===== src/rtl/top_proj_1_if.sv =====
// Byte-stream bus between the upstream source, the frame processor and the
// downstream sink.
interface top_proj_1_if;
  logic [7:0] RAM_A_DATA_IN;
  logic [7:0] RAM_B_DATA_OUT;

  // Source/sink side: drives input bytes, observes the result stream.
  modport master (
    output RAM_A_DATA_IN,
    input  RAM_B_DATA_OUT
  );

  // Processor side: consumes input bytes, produces the result stream.
  modport slave (
    input  RAM_A_DATA_IN,
    output RAM_B_DATA_OUT
  );
endinterface


===== src/rtl/top_proj_1.sv =====
// Frame-based 8-bit stream processor: 16 cycles capturing bytes into RAM A,
// 16 cycles writing symmetric pair-averages into RAM B, and 16 cycles
// streaming RAM B out. The 48-cycle frame repeats with no idle cycles.
module top_proj_1 (
  input  logic        CLK,
  input  logic        RESET,
  top_proj_1_if.slave bus
);

  typedef enum logic [1:0] {S_FILL, S_PROC, S_DRAIN} state_t;

  state_t      r_state;
  state_t      w_next;
  logic [3:0]  r_idx;
  logic [7:0]  r_ram_a [16];
  logic [7:0]  r_ram_b [16];
  logic [7:0]  r_out;

  logic        w_last;
  logic        w_a_we;
  logic        w_b_we;
  logic        w_drain;
  logic [3:0]  w_idx_mirror;
  logic [7:0]  w_avg;

  // Upper 8 bits of the 9-bit sum: a floor average that can never wrap.
  function automatic logic [7:0] pair_avg(input logic [7:0] a, input logic [7:0] b);
    return 8'(({1'b0, a} + {1'b0, b}) >> 1);
  endfunction

  assign w_last       = (r_idx == 4'd15);
  assign w_idx_mirror = ~r_idx;  // 15 - idx for a 4-bit index
  assign w_avg        = pair_avg(r_ram_a[r_idx], r_ram_a[w_idx_mirror]);

  // State register: reset always restarts at the beginning of FILL.
  always_ff @(posedge CLK or negedge RESET) begin
    if (!RESET) r_state <= S_FILL;
    else        r_state <= w_next;
  end

  // Next-state logic: each phase lasts exactly 16 cycles.
  always_comb begin
    w_next = r_state;
    case (r_state)
      S_FILL:  if (w_last) w_next = S_PROC;
      S_PROC:  if (w_last) w_next = S_DRAIN;
      S_DRAIN: if (w_last) w_next = S_FILL;
      default: w_next = S_FILL;
    endcase
  end

  // Per-state strobes selecting which array is written or read.
  always_comb begin
    w_a_we  = 1'b0;
    w_b_we  = 1'b0;
    w_drain = 1'b0;
    case (r_state)
      S_FILL:  w_a_we  = 1'b1;
      S_PROC:  w_b_we  = 1'b1;
      S_DRAIN: w_drain = 1'b1;
      default: ;
    endcase
  end

  // Index counter shared by all three phases; returns to 0 at each phase end.
  always_ff @(posedge CLK or negedge RESET) begin
    if (!RESET)      r_idx <= 4'd0;
    else if (w_last) r_idx <= 4'd0;
    else             r_idx <= r_idx + 4'd1;
  end

  // RAM A capture during FILL; contents are not reset.
  always_ff @(posedge CLK) begin
    if (w_a_we) r_ram_a[r_idx] <= bus.RAM_A_DATA_IN;
  end

  // RAM B pair-average write during PROC; reads only RAM A, so no hazard.
  always_ff @(posedge CLK) begin
    if (w_b_we) r_ram_b[r_idx] <= w_avg;
  end

  // Registered output: RAM B word during DRAIN, zero in every other state.
  always_ff @(posedge CLK or negedge RESET) begin
    if (!RESET)       r_out <= 8'h00;
    else if (w_drain) r_out <= r_ram_b[r_idx];
    else              r_out <= 8'h00;
  end

  assign bus.RAM_B_DATA_OUT = r_out;

endmodule


===== src/flat_wrapper.sv =====
// flat-port wrapper written by rule: the top's interface ports become plain ports
module top_proj_1_flat 
  (CLK, RESET, bus_RAM_A_DATA_IN, bus_RAM_B_DATA_OUT);
  top_proj_1_if bus_i ();
  input  logic CLK;
  input  logic RESET;
  input wire logic [$bits(bus_i.RAM_A_DATA_IN)-1:0] bus_RAM_A_DATA_IN;
  output wire logic [$bits(bus_i.RAM_B_DATA_OUT)-1:0] bus_RAM_B_DATA_OUT;
  assign bus_i.RAM_A_DATA_IN = bus_RAM_A_DATA_IN;
  assign bus_RAM_B_DATA_OUT = bus_i.RAM_B_DATA_OUT;
  top_proj_1 u_core (.CLK(CLK), .RESET(RESET), .bus(bus_i));
endmodule

===== config.mk =====
export PLATFORM = sky130hd
export DESIGN_NAME = top_proj_1_flat
export DESIGN_NICKNAME = d
export VERILOG_FILES = /design/src/rtl/top_proj_1_if.sv /design/src/rtl/top_proj_1.sv /design/src/flat_wrapper.sv
export SDC_FILE = /design/constraint.sdc
export NUM_CORES = 1
export LEC_CHECK = 0
export CAP_MARGIN = 5
export CORE_ASPECT_RATIO = 0.6
export CORE_MARGIN = 2
export CORE_UTILIZATION = 30
export CTS_CLUSTER_SIZE = 14
export DETAILED_ROUTE_END_ITERATION = 10
export PLACE_DENSITY_LB_ADDON = 0.2
export SYNTH_ARGS = -nofsm -noshare
export SYNTH_HDL_FRONTEND = slang
export SYNTH_SLANG_ARGS = --single-unit

===== constraint.sdc =====
create_clock -name CLK -period 4.7 [get_ports CLK]
set_input_delay 1.175 -clock CLK [delete_from_list [all_inputs] [get_ports CLK]]
set_output_delay 1.175 -clock CLK [all_outputs]
set_load 0.01 [all_outputs]

# ---- Word-level counts from Yosys, hierarchy flattened
# Memories as Yosys holds them, arrays and structs flattened.
# Index checks and enable logic that the tools add are counted.
dict set report word_totals {
  n_memories 2
  elab_cells 29
  mem_bits_rw 256
  latch_bits 0
  register_bits 14
  rom_bits 0
}
dict set report classes {
  n_eq_ne 6
  bitwise_logic 1
  div 0
  addsub 2
  shifts 0
  n_lt_le_gt_ge 0
  multipliers 0
  n_mux 13
  reduce_logical 2
}
# memory depth word_bits rd rd_clocked_by_memory_dff wr line_no
set mem_list {}
lappend mem_list {u_core.r_ram_a 16 8 2 0 1 top_proj_1.sv:15} ;# logic [7:0] r_ram_a [16];
lappend mem_list {u_core.r_ram_b 16 8 1 0 1 top_proj_1.sv:16} ;# logic [7:0] r_ram_b [16];
# op n
set ops {}
lappend ops {{$add 8x8->9} 1}
lappend ops {{$mux 8} 1}
lappend ops {{$mux 1} 7}
lappend ops {{$mux 2} 3}
lappend ops {{$ne 2x1->1 const B} 3}
lappend ops {{$pmux 2 s3} 1}
lappend ops {{$add 4x1->4 const B} 1}
lappend ops {{$eq 4x4->1 const B} 1}
lappend ops {{$mux 4} 1}
lappend ops {{$not 4->4} 1}
lappend ops {{$reduce_and 3->1} 1}
lappend ops {{$eq 2x1->1 const B} 1}
lappend ops {{$eq 2x2->1 const B} 1}
lappend ops {{$logic_not 2->1} 1}

# ---- Longest topological paths before layout
# Gate-level depths: netlist of run 1.
dict set report depth {
  word_depth 4
  depth_mapped 13
}

# ---- Worst setup path after synthesis of run 1
# OpenSTA, ideal clock, no wires.
dict set report synth_timing {
  path_kind {register to register}
  start {register u_core.r_idx[0]}
  end {memory u_core.r_ram_b[0][7], data pin}
  arrival_time_ns 3.343
  setup_ns 0.330
  period_less_slack_ns 3.673
  stages_incl_launch_ff 13
  setup_slack_ns 1.027
  cell_sequence {dfrtp_1 -> buf_6 -> buf_12 -> buf_6 -> mux4_1 -> mux4_2 -> ha_1 -> nor2b_1 -> o21ai_0 -> nand2b_1 -> a21o_1 -> a21oi_1 -> o21ai_0}
}
dict set report synth_via {
  elab_chain_cells 3
}
# element line_no
set synth_rtl {}
lappend synth_rtl {{from (decl)} top_proj_1.sv:14} ;# logic [3:0] r_idx;
lappend synth_rtl {{from (signal assigned)} top_proj_1.sv:69} ;# else r_idx <= r_idx + 4'd1;
lappend synth_rtl {{$not 4->4} top_proj_1.sv:32} ;# assign w_idx_mirror = ~r_idx;
lappend synth_rtl {{$mem_v2 16x8 (*)} --}
lappend synth_rtl {{$add 8x8->9 (*)} top_proj_1.sv:28} ;# return 8'(({1'b0, a} + {1'b0, b}) >> 1);
lappend synth_rtl {{via u_core.w_avg[7]} top_proj_1.sv:24} ;# logic [7:0] w_avg;
lappend synth_rtl {{to (decl)} top_proj_1.sv:16}
# The timed path passes the listed nets; every way through them passes the cells marked *.

# ---- Worst setup path after layout of run 1
dict set report layout_timing {
  start {register u_core.r_idx[0]}
  end {memory u_core.r_ram_b[0][4], data pin}
}
# Same word-level chain as after synthesis.

==> flow_summary_export.csv, run 1 <==
group,metric,value,unit
synth,synth_top_family_by_area,"multiplexers",
worst_setup_path,cpLargestDelayFamily,"multiplexers",
synth,synth-async-reset-ratio,0.0519,
timing,slew_headroom,0.162,
synth,synth-edff-count,256,
synth,syn-mean-instance-area,21.4,µm²
clock_tree,htreeDepth,1,
synth,synth.area.mux_share,0.224,
synth,mappedNetlistNets,577,
worst_setup_path,critical_path_arrival,4490,ps
clock_tree,clockBufferDepth,3,
synth,yosysWarnings,0,
clock_tree,cts_hold_buf,0,
global_routing,grt_pass1_vias,6057,
timing,clock.fmax,233,MHz
worst_setup_path,cp.required,4890,ps
worst_setup_path,rrSetupSlack,410,ps
clock_tree,clock-sinks,270,
synth,synthSimpleGateAreaFrac,0.0403,
placed_design,post-dp-hpwl,19200,µm
clock_tree,cts_tree,"yes",
clock_tree,path_clk_slew,60,ps
synth,synth.distinct_cells,43,
worst_setup_path,cp.depth,9,
route,num_vias,5957,
floorplanning,die_width,261,µm
floorplanning,rows,56,
worst_setup_path,r2r-start,"u_core.r_idx[0]$_DFF_PN0_",
worst_setup_path,critPathLaunchType,"register",
route,drc,0,
cells_and_area,fillers,3646,
worst_setup_path,worstRegToRegCells,9,
timing,layout_min_cycle_time,4290,ps
worst_setup_path,cpMaxStageDelayCell,"xor2_1",
pwr,leakagePower,4.42,nW
synth,yosysTopAreaCell,"edfxtp_1",
flow_run,maxCapViolations,0,
synth,syn_inst,555,
synth,netlist_top_cells_area,"edfxtp_1 65%, mux4_2 13%, mux4_1 9.3%, dfrtp_1 2.9%, ha_1 1.2%",
worst_setup_path,path_class,"register to register",
timing,rsz0062_at_grt,"no",
cells_and_area,nets,632,
synth,yosysMostFrequentCell,"edfxtp_1",
global_routing,grt-ovfl-total,0,
worst_setup_path,startpoint,"u_core.r_idx[0]$_DFF_PN0_",
global_routing,grt_pass1_wl,43400,µm
worst_setup_path,worstPathCellList,"mux4_2 -> mux4_2 -> ha_1 -> nand2_1 -> nor2_1 -> a221o_1 -> o21ai_0 -> nand2_1 -> xor2_1",
floorplanning,num_io_pins,18,
timing,period_share,0.913,
route,viasPerCell,5.17,
route,firstDrtPassIters,5,
clock_tree,cts_root_buffer,"clkbuf_16",
timing,drv_slew,0,
synth,synthXorXnorAreaFrac,0.00589,
pwr,p_per_area,351,nW/µm²
cells_and_area,final_layout_size_suffix_gt1_frac,0.243,
timing,fin_skew,30.5,ps
timing,tns,0,ps
floorplanning,die_h,158,µm
worst_setup_path,endpoint,"u_core.r_ram_b[0][4]$_DFFE_PP_",
clock_tree,postCtsSetupBuffers,0,
synth,yosysSeqAreaShare,0.676,
timing,hold_violations,0,
timing,post-route-worst-setup-slack,407,ps
global_routing,antenna_found_initial,0,
worst_setup_path,critPathMaxFanout,20,
floorplanning,die-area,41300,µm²
worst_setup_path,r2r-end,"u_core.r_ram_b[0][4]$_DFFE_PP_",
route,avgRoutedWirePerCell,25.8,µm
cells_and_area,area_growth,14.7,%
worst_setup_path,worstSetupEndpointType,"register",
synth,syn_area,11900,µm²
synth,yosys.area_share.adder,0.0133,
placed_design,place_ws,217,ps
synth,ys_ff_latch,270,
route,drtIter0Drc,595,
run_status,outcome,"complete, no violations",
floorplanning,start_util,0.304,
min_path,min_from,"u_core.r_state[1]$_DFFE_PN0P_",
synth,synth_common_cells,"256 x edfxtp_1, 69 x mux4_2, 42 x mux4_1, 36 x nor2_1, 15 x nand2_1",
placed_design,portBuffers,17,
global_routing,grt_usage,0.149,
synth,synth_flop_cell,"edfxtp_1",
route,wl,29800,µm
floorplanning,core,39100,µm²
worst_setup_path,cpPeakStageDelay,960,ps
synth,synth-compound-area-share,0.0139,
synth,netlist.area_leader.share,0.647,
clock_tree,insertion_delay,580,ps
worst_setup_path,path_buf_inv,0,
cells_and_area,antennaDiodeCount,0,
clock_tree,numCtsBuffers,28,
placed_design,place.gp.congestion,0.747,
route,ant_nets,0,
timing,tightest_slew,1250,ps
global_routing,grt_max_degree,37,
pwr,ir_drop,0.262,mV
timing,setup_viol,0,
min_path,min_path_type,"register to register",
-- layout make-up --
cell class / instances / area, µm² / share of cell area
tap: 522 / 653 / 0.0479
inverter: 6 / 22.5 / 0.00165
sequential: 270 / 8050 / 0.590
timing repair buffer: 57 / 495 / 0.0363
clock inverter: 15 / 143 / 0.0105
multi-input combinational: 247 / 3540 / 0.260
clock buffer: 35 / 727 / 0.0533
-- report_power, final --
part / internal [W] / leakage (nW) / switching [W] / total [W]
clock: 0.00120 / 0.417 / 0.000929 / 0.00213
sequential: 0.00262 / 2.50 / 0.00000180 / 0.00262
combinational: 0.00000795 / 1.51 / 0.0000192 / 0.0000271
-- placed cells by master (no fill, tap or decap), types with 2 or more instances in the layout --
master           synthesis  routed
or3b_2                   2       2
nor2b_1                 10      10
nand4bb_1                3       3
buf_12                   4       2
mux4_1                  42      42
nand3b_1                 2       2
ha_1                    11      11
nand4b_1                 6       6
clkbuf_16                0      28
dfrtp_1                 14      11
xnor2_1                  5       3
clkdlybuf4s50_1          0      17
a21o_1                   3       3
nand3_1                  2       2
nand2b_1                 3       3
and3_1                   3       3
nand4_1                  5       5
clkbuf_1                 3       7
xor2_1                   3       3
xnor2_2                  0       2
dfrtp_4                  0       2
bufinv_16                0       2
o21ai_0                  5       5
nor2_1                  36      36
clkinv_2                 0       3
and2_1                   2       2
clkinv_1                 0       8
edfxtp_1               256     256
nand2_1                 15      15
a21oi_1                  7       7
mux4_2                  69      69
inv_1                    6       6
buf_4                    3      38
-- logic make-up (layout without fill, tap and decap cells) --
logic type | after synthesis | in the layout
and+or+nand+nor | 91 | 91
muxes | 111 | 111
DFF | 270 | 270
buffers and inverters | 38 | 113
AOI/OAI and AO/OA | 25 | 25
xor gates and xnor gates | 8 | 8
adders and majority gates | 12 | 12
-- per-stage QoR --
step	area [µm²]	power [W]	utilization	hold WS, ps	std cells
2_1_floorplan	11900	0.00267	-	489	555
3_5_place_dp	12700	0.00270	0.326	533	1102
6_report	13600	0.00478	0.349	545	1152
5_1_grt	13600	0.00494	0.349	599	1152
4_1_cts	13600	0.00484	0.348	543	1152
3_3_place_gp	12700	0.00269	0.326	526	1102
-- sequential cells by signal, indices dropped and copies added, names as in the netlist --
register                   cells
u_core.r_idx                   4
u_core.bus.RAM_B_DATA_OUT      8
u_core.r_ram_a               128
u_core.r_ram_b               128
u_core.r_state                 2
-- worst min-delay path by stage --
stage / endpoint / slack, ps / depth (start not counted)
detailed placement: u_core.r_state[0]$_DFFE_PN0P_ / 530 / 1
global route: u_core.r_state[0]$_DFFE_PN0P_ / 600 / 1
CTS: u_core.r_state[0]$_DFFE_PN0P_ / 540 / 1
finish: u_core.r_state[0]$_DFFE_PN0P_ / 540 / 1
floorplan: u_core.r_state[0]$_DFFE_PN0P_ / 490 / 1
global placement: u_core.r_state[0]$_DFFE_PN0P_ / 530 / 1
-- what timing repair did --
item | in CTS | in global routing
gates resized for setup | 0 | 2
hold endpoints to repair | 0 | 0
setup endpoints to repair | 0 | 32
-- metal layers --
layer / global-route usage / routed length [µm] / up-vias
met3: 0.0322 / 1570 / 32
met1: 0.236 / 15400 / 3275
met5: 0 / 0 / -
met2: 0.208 / 12400 / 161
met4: 0.0279 / 429 / 0
li1: - / - / 2489
(Power assumes the default switching activity.)
==> run 2: changes to the inputs <==
CTS_CLUSTER_SIZE = 16   (was 14)
==> results of run 2 <==
The final DEF is identical to that of run 1; final timing and power are the same.
